$ cat src/rtl/led_pwm_rgb.sv
// ---------------------------------------------------------------------------
// led_pwm_rgb
//
// Multi-channel PWM LED driver. A prescaler generates PWM ticks. A shared
// WIDTH-bit phase counter advances on each tick. Channel c is lit while
// phase < active_duty[c].
//
// Duty writes land in a shadow register. The shadow is copied into the
// active duty only at a period boundary, or at any time while idle, so a
// period in progress is never cut short or stretched.
//
// Ports
//   i_clk           system clock, everything on the rising edge
//   i_rst           asynchronous, active-low reset
//   i_enable        PWM run enable; low holds the counters at zero and
//                   turns the LEDs off
//   i_load          single-cycle strobe that captures i_duty
//   i_duty          packed duties, channel c at [c*WIDTH +: WIDTH]
//   o_led           registered LED drive; ACTIVE_LOW=1 means 0 lights the LED
//   o_period_start  one-cycle pulse in the first cycle o_led shows phase 0
//   o_pending       shadow holds a duty that is not yet active
//
// Parameters
//   CHANNELS    number of LED channels
//   WIDTH       duty/phase resolution; a period is 2^WIDTH ticks
//   PRESCALE    i_clk cycles per tick, must be >= 1 (1 = tick every cycle)
//   ACTIVE_LOW  output polarity
//
// Full-on is not reachable by design: duty 2^WIDTH-1 lights the LED for
// 2^WIDTH-1 of 2^WIDTH ticks.
// ---------------------------------------------------------------------------
module led_pwm_rgb #(
  parameter int unsigned CHANNELS   = 3,
  parameter int unsigned WIDTH      = 8,
  parameter int unsigned PRESCALE   = 4,
  parameter bit          ACTIVE_LOW = 1'b1
) (
  input  logic                      i_clk,
  input  logic                      i_rst,
  input  logic                      i_enable,
  input  logic                      i_load,
  input  logic [CHANNELS*WIDTH-1:0] i_duty,
  output logic [CHANNELS-1:0]       o_led,
  output logic                      o_period_start,
  output logic                      o_pending
);

  // A PRESCALE of 1 would give a zero-width counter, so keep at least one bit.
  // In that case the counter is permanently 0, and 0 equals the last count,
  // so there is a tick every cycle.
  localparam int unsigned          PS_W       = (PRESCALE > 1) ? $clog2(PRESCALE) : 1;
  localparam logic [PS_W-1:0]      PS_LAST    = PS_W'(PRESCALE - 1);
  localparam logic [WIDTH-1:0]     PHASE_LAST = '1;
  localparam logic [CHANNELS-1:0]  LED_OFF    = {CHANNELS{ACTIVE_LOW}};

  logic [PS_W-1:0]           presc_cnt;
  logic [WIDTH-1:0]          phase;
  logic [CHANNELS*WIDTH-1:0] shadow_duty;
  logic [CHANNELS*WIDTH-1:0] active_duty;

  logic                      tick;
  logic                      boundary;
  logic                      apply_now;
  logic [CHANNELS-1:0]       led_next;

  // -------------------------------------------------------------------------
  // Timing strobes
  // -------------------------------------------------------------------------
  assign tick     = i_enable && (presc_cnt == PS_LAST);
  assign boundary = tick && (phase == PHASE_LAST);

  // Idle counts as a boundary. A duty written while disabled becomes active
  // immediately, so the next enable starts with the latest value.
  assign apply_now = boundary || !i_enable;

  // -------------------------------------------------------------------------
  // Prescaler and phase counter
  // -------------------------------------------------------------------------
  // NOTE: state registers use non-blocking assignments, so every always_ff
  // block sees the pre-edge value of every other register. That keeps the
  // evaluation order of these blocks irrelevant.
  always_ff @(posedge i_clk or negedge i_rst) begin
    if (!i_rst) begin
      presc_cnt <= '0;
      phase     <= '0;
    end else if (!i_enable) begin
      presc_cnt <= '0;
      phase     <= '0;
    end else begin
      presc_cnt <= tick ? '0 : presc_cnt + PS_W'(1);
      if (tick) begin
        phase <= phase + WIDTH'(1);   // wraps 2^WIDTH-1 -> 0 naturally
      end
    end
  end

  // -------------------------------------------------------------------------
  // Duty staging: shadow -> active at a boundary (or while idle)
  // -------------------------------------------------------------------------
  // NOTE: the duty registers are ordinary flops, not a RAM. Resetting them is
  // deliberate: a reset must leave every channel dark, with no stale pending
  // duty waiting to be applied.
  always_ff @(posedge i_clk or negedge i_rst) begin
    if (!i_rst) begin
      shadow_duty <= '0;
      active_duty <= '0;
      o_pending   <= 1'b0;
    end else if (i_load && apply_now) begin
      // The new duty bypasses the shadow. Any older shadow value is dropped.
      shadow_duty <= i_duty;
      active_duty <= i_duty;
      o_pending   <= 1'b0;
    end else if (i_load) begin
      // Last write before the boundary wins.
      shadow_duty <= i_duty;
      o_pending   <= 1'b1;
    end else if (apply_now && o_pending) begin
      active_duty <= shadow_duty;
      o_pending   <= 1'b0;
    end
  end

  // -------------------------------------------------------------------------
  // Channel compare
  // -------------------------------------------------------------------------
  // NOTE: led_next gets a full default before the loop. Every path through
  // this always_comb therefore assigns it, and no latch is inferred.
  always_comb begin
    led_next = '0;
    if (i_enable) begin
      for (int c = 0; c < CHANNELS; c++) begin
        led_next[c] = (phase < active_duty[c*WIDTH +: WIDTH]);
      end
    end
  end

  // -------------------------------------------------------------------------
  // Output registers
  // -------------------------------------------------------------------------
  // o_led is the compare result one cycle after phase/active_duty.
  // The period start is flagged from the same pre-edge state, so the pulse
  // lines up with the cycle in which o_led first shows phase 0. That is the
  // first cycle after a wrap, or the first enabled cycle after idle.
  always_ff @(posedge i_clk or negedge i_rst) begin
    if (!i_rst) begin
      o_led          <= LED_OFF;
      o_period_start <= 1'b0;
    end else begin
      o_led          <= led_next ^ LED_OFF;
      o_period_start <= i_enable && (phase == '0) && (presc_cnt == '0);
    end
  end

endmodule
$ cat config.mk
export PLATFORM = sky130hd
export DESIGN_NAME = led_pwm_rgb
export DESIGN_NICKNAME = d
export VERILOG_FILES = /design/src/rtl/led_pwm_rgb.sv
export SDC_FILE = /design/constraint.sdc
export NUM_CORES = 1
export LEC_CHECK = 0
export CELL_PAD_IN_SITES_DETAIL_PLACEMENT = 1
export CELL_PAD_IN_SITES_GLOBAL_PLACEMENT = 1
export CORE_UTILIZATION = 46
export CTS_BUF_LIST = sky130_fd_sc_hd__clkbuf_16
export DETAILED_ROUTE_END_ITERATION = 7
export GPL_TIMING_DRIVEN = 0
export PLACE_DENSITY = 0.9
export SLEW_MARGIN = 20
export SYNTH_ARGS = -nofsm -noshare
export SYNTH_HDL_FRONTEND = slang
export SYNTH_SLANG_ARGS = --single-unit
$ cat constraint.sdc
create_clock -name i_clk -period 1.8 [get_ports i_clk]
set_clock_uncertainty 0.05 [all_clocks]
set_input_delay 0.36 -clock i_clk [delete_from_list [all_inputs] [get_ports i_clk]]
set_output_delay 0.36 -clock i_clk [all_outputs]
set_load 0.005 [all_outputs]
After elaboration in Yosys (flattened, before gate mapping)
Index checks and enable logic that the tools add are counted.
Word-level totals
  register bits after elaboration: 63
  input bits: 28
  output and inout bits: 5
  logic and storage cells: 44
Operators by class
  $add $sub $neg: 2
  order comparisons: 3
  equal/unequal tests: 4
  muxes and demuxes: 13
  bitwise gates (word level): 1
  reductions and logical operators: 14
Operator list (count)
  $mux W24: 5
  $lt A8 B8 Y1: 3
  $mux W8: 2
  $add A8 B1 Y8 const B: 1
  $eq A8 B8 Y1 const B: 1
  $logic_not A8 Y1: 1
  $logic_and A1 B1 Y1: 6
  $mux W2: 2
  $ne A2 B1 Y1 const B: 2
  $reduce_bool A2 Y1: 2
  $mux W1: 3
  $mux W3: 1
  $not A3 Y3: 1
  $reduce_bool A3 Y1: 1
  $add A2 B1 Y2 const B: 1
  $eq A2 B2 Y1 const B: 1
  $logic_not A2 Y1: 1
  $reduce_and A2 Y1: 1
  $logic_not A1 Y1: 1
  $logic_or A1 B1 Y1: 1

Depth between registers and ports, before layout
Gate-level depths: netlist (run 1).
  word-level depth: 8
  gate-level depth with buffers: 7

Worst setup path before layout (run 1)
Ideal clock, no wire load.
  path type: reg-to-reg
  start point: reg presc_cnt[0]
  end point: reg active_duty[10]
  setup time: 0.131 ns
  arrival: 1.448 ns
  data required time: 1.619 ns
  setup slack: 0.171 ns
  cell stages (with the launch flop): 8
  path buffers: 3
  path through: dfrtp_1 ha_1 buf_6 and3_4 buf_6 buf_2 a311oi_1 a21oi_2
On the way
  word-level cells in the longest chain between the ends: 7
  elaborated cells on any way between the ends: 10
Ends and longest elaborated chain
  start, declared: RTL line 56  | logic [PS_W-1:0] presc_cnt;
  start signal, assigned: RTL line 90  | presc_cnt <= tick ? '0 : presc_cnt + PS_W'(1);
  $eq A2 B2 Y1 (*): RTL line 69  | assign tick = i_enable && (presc_cnt == PS_LAST);
  $logic_and A1 B1 Y1 (*): RTL line 69
  $logic_and A1 B1 Y1 (*): RTL line 70  | assign boundary = tick && (phase == PHASE_LAST);
  $logic_or A1 B1 Y1 (*): RTL line 74  | assign apply_now = boundary || !i_enable;
  $logic_and A1 B1 Y1, on equally long branches: RTL line 108, 117
  $ne A2 B1 Y1 (no line) or $reduce_bool A2 Y1 (tied branches)
  $reduce_and A2 Y1 (no line)
  end signal, assigned: RTL line 111  | active_duty <= i_duty;
  end signal, assigned: RTL line 118  | active_duty <= shadow_duty;
  end, declared: RTL line 59  | logic [CHANNELS*WIDTH-1:0] active_duty;
Every way passes the cells marked *; elsewhere a longest branch is shown, timed or not.
A chain may end at the register's enable or synchronous reset.

Worst setup path in the final report (run 1)
  start point: reg phase[1]
  end point: reg o_led[0]
On the way
  word-level cells in the longest chain between the ends: 3
Ends and longest elaborated chain
  start, declared: RTL line 57  | logic [WIDTH-1:0] phase;
  start signal, assigned: RTL line 92  | phase <= phase + WIDTH'(1);
  $lt A8 B8 Y1: RTL line 132  | led_next[c] = (phase < active_duty[c*WIDTH +: WIDTH]);
  $mux W3: RTL line 130  | if (i_enable) begin
  $not A3 Y3 (no line)
  end signal, assigned: RTL line 149  | o_led <= led_next ^ LED_OFF;
  end, declared: RTL line 43  | output logic [CHANNELS-1:0] o_led,
Every way passes these cells.

==> results of run 1 <==
-- layout make-up --
type,instances,share of cell area
buffer,19,0.0347
clock buffer,9,0.0529
clock inverter,6,0.00706
inverter,26,0.0229
multi-input combinational,187,0.396
sequential,63,0.373
tap,96,0.0282
timing repair buffer,36,0.0853
-- worst max-delay path by stage --
stage | slack (ns) | to | from | cells past startpoint
after detailed placement | -0.33 | o_led[1] | i_enable | 5
after CTS | 0.02 | active_duty[22] | presc_cnt[0] | 7
after global routing | -0.05 | o_led[0] | phase[1] | 4
after floorplan | 0.17 | active_duty[10] | presc_cnt[0] | 7
final | -0.05 | o_led[0] | phase[1] | 4
after global placement | -1.68 | shadow_duty[8] | i_rst | 1
-- metrics by stage --
stage	power, mW	setup TNS [ns]	std cells	hold WS, ns
after floorplan	2.03	0	295	0.0144
after global placement	2.21	-106.12	422	0.404
after detailed placement	2.27	-3.44	423	0.221
after CTS	3.83	0	441	0.317
after global routing	4.03	-0.0747	442	0.329
final	3.90	-0.0480	442	0.305
-- cells by family (layout without fill, tap and decap cells) --
logic type | count (synthesis) | after routing | share of synthesized area
muxes | 25 | 25 | 0.0841
DFF | 63 | 63 | 0.474
AOI/OAI and AO/OA | 72 | 72 | 0.177
xor gates and xnor gates | 4 | 4 | 0.0105
and+or+nand+nor | 61 | 61 | 0.0920
buffers and inverters | 45 | 96 | 0.0684
adders and majority gates | 25 | 25 | 0.0939
-- repair_timing --
item,4_1_cts,5_1_grt
gates resized for setup,18,21
hold buffers,1,0
pin swaps,1,4
setup endpoints to repair,22,20
buffers inserted,2,1
hold endpoints to repair,17,0
-- layer usage --
layer  part of all wire  track usage  up-vias  wire, um
met5                  0            0        -         0
met4              0.041        0.113        0       398
met3              0.042       0.0645       29       400
met2               0.50        0.445       83      4840
met1               0.41        0.320     1352      3970
li1                   -            -     1168         -
-- cells in the mapped netlist, types with 2 or more instances --
master,n
nand2b_1,4
nand4_1,5
nor3_1,3
a311oi_1,24
dfrtp_1,60
xor2_1,3
ha_1,25
dfstp_2,3
a21oi_1,8
buf_6,5
a21o_1,3
o21ai_0,3
nand3_1,2
clkbuf_1,3
a2111oi_0,5
inv_1,26
buf_4,3
or3_1,3
buf_2,8
o31ai_1,3
a21oi_2,19
nand2_1,3
nor2_1,32
and4_1,3
o21a_1,3
mux2_2,24
-- power by group through the flow --
stage	clock network, mW	registers (mW)	logic (mW)
after detailed placement	0	1.68	0.584
after floorplan	0	1.65	0.378
after global routing	1.59	1.69	0.744
after CTS	1.53	1.67	0.633
after global placement	0	1.67	0.538
final	1.54	1.68	0.680
-- registers in the layout (all words and copies together), names as in the netlist --
name / count
shadow_duty: 24
active_duty: 24
presc_cnt: 2
o_pending: 1
o_period_start: 1
phase: 8
o_led: 3
==> results.md, run 1 <==
- Final Cycle Share: 1.03
- Most common cell after layout, fill and taps aside: dfrtp_1
- DRC errors left: 0
- Tightest Pin Transition: slightly above 0.6 ns
- Layout cells sized above 1: 0.312
- Commonest cells after routing, fill and taps aside: dfrtp_1 (54), nor2_1 (32), clkdlybuf4s50_1 (29)
- Clock power frac: 0.394
- Setup violations, final: 1
- Input/output buffers: 31
- Maximum VDD drop: 556 uV
- Crit path max fanout: 6
- H-tree levels: 3
- Depth of the worst hold-timing path: 2
- Nets: 395
- Clk Latency, worst-skew pair: between 0.3 and 0.4 ns
- Die Y: between 80 and 90 um
- First-pass GRT wire length: 14.7 mm
- Min Tclk post-route: 1.85 ns
- Post-Syn Area: 0.00333 sq mm
- Status: complete, but fails checks
- Dpl ws: -0.326 ns
- WP buf/inv: 1
- CTS buffer count: 9
- Starting density of the core: 0.482
- Row count: 30
- GP Congestion: 0.764
- Total grt overflow: 0
- Hold EP: shadow_duty[1]
- Via count: between 2k and 3k
- Sw frac: 0.282
- Seq/Total Area, Yosys: 0.474
- Top-Level Pins: 33
- Synth Flop Type: dfrtp_1
- CTS Sinks: 63
- Min-delay src: i_load
- Die width: 87.1 um
- Slowest CP cell: a2111oi_1
- Synth top area cells: dfrtp_1 (45%), ha_1 (9.4%), mux2_2 (8.1%)
- Sequential Power Share: 0.432
- Achievable Freq: 0.541 GHz
- CORE AREA: about 0.0069 sq mm
- Maxcap violations: 0
- Violated checks: negative setup slack
- Endpoints failing hold: 0
- Pre-antenna DRT Iters: 4
- Critical path launch point type: flop
- Reg2Reg Depth: 4
- Final slew viol count: 0
- CP delay by family, top: compound AO/OA/AOI/OAI gates
- Final core occ: 0.616
- Synth top area share: 0.451
- Synth Net Count: ~350
- Register area: 0.00159 sq mm
- Hold Crit Class: primary input to flop
- Asr flop ratio synth: 1.00
- Largest net degree at the start of global routing: 44
- CTS clock-pin slew for the worst setup and hold paths: 0.06 ns
- Worst flop-to-flop path startpoint: phase[1]
- Final instance area: 0.00425 sq mm
- DPL Wire Length: around 5.6 mm
- Tot GR Track Use: 0.263
- CTS root buffer: clkbuf_16
- Int Pwr: 2.80 mW
- Vias per cell: 5.95
- 1st-iter DRT viols: 152
- CP cell instances: buf_4 -> ha_1 -> a2111oi_1 -> o31ai_1
- Post-synth cell types: 38
- Fillers: around 730
- ANT cells: 0
- Final worst slack: -0.0480 ns
- Ys Warns: 0
- Comb pwr share: 0.175
- Syn Inst Count: just under 300
- CTS tree: done
- Antenna violations before repair: 0
- P_sw: 1.10 mW
- Placed Area: 0.00378 sq mm
- Crit path DAT: a little over 2 ns
- RR Endpoint: o_led[0]
- Slew Limit Headroom: 0.595
- Post-synth EDFFs: 0
- CP Capture Type: flop
- Worst EP required: 1.97 ns
- Crit path kind: flop to flop
- P per Cell Area: 916 mW/mm^2
- Remaining antenna violation count: 0
- Multi-input gate area: 0.00168 sq mm
- P&R area growth vs syn: 27.7%
- Setup slack, reg-to-reg: -0.05 ns
- Syn avg cell area: 11.3 sq um
- FF+latch count, synth: 63
- Leak Pwr: around 1.9 nW
- Post-synthesis cell type with the largest combined area: dfrtp_1
- CTS max path bufs: 2
- Largest stage delay, worst path: around 0.57 ns
- Die area: between 0.007 and 0.008 sq mm
- Drt wl/cell: 21.7 um
- Vias in the first global route: 2,828
- Routed wire length: 9.61 mm
Power figures use the tool's default switching activity.
==> run 2: changes to the inputs <==
- GPL_ROUTABILITY_DRIVEN: unset -> 0
==> results of run 2 <==
No change in the layout: final DEF, timing and power equal those of run 1.
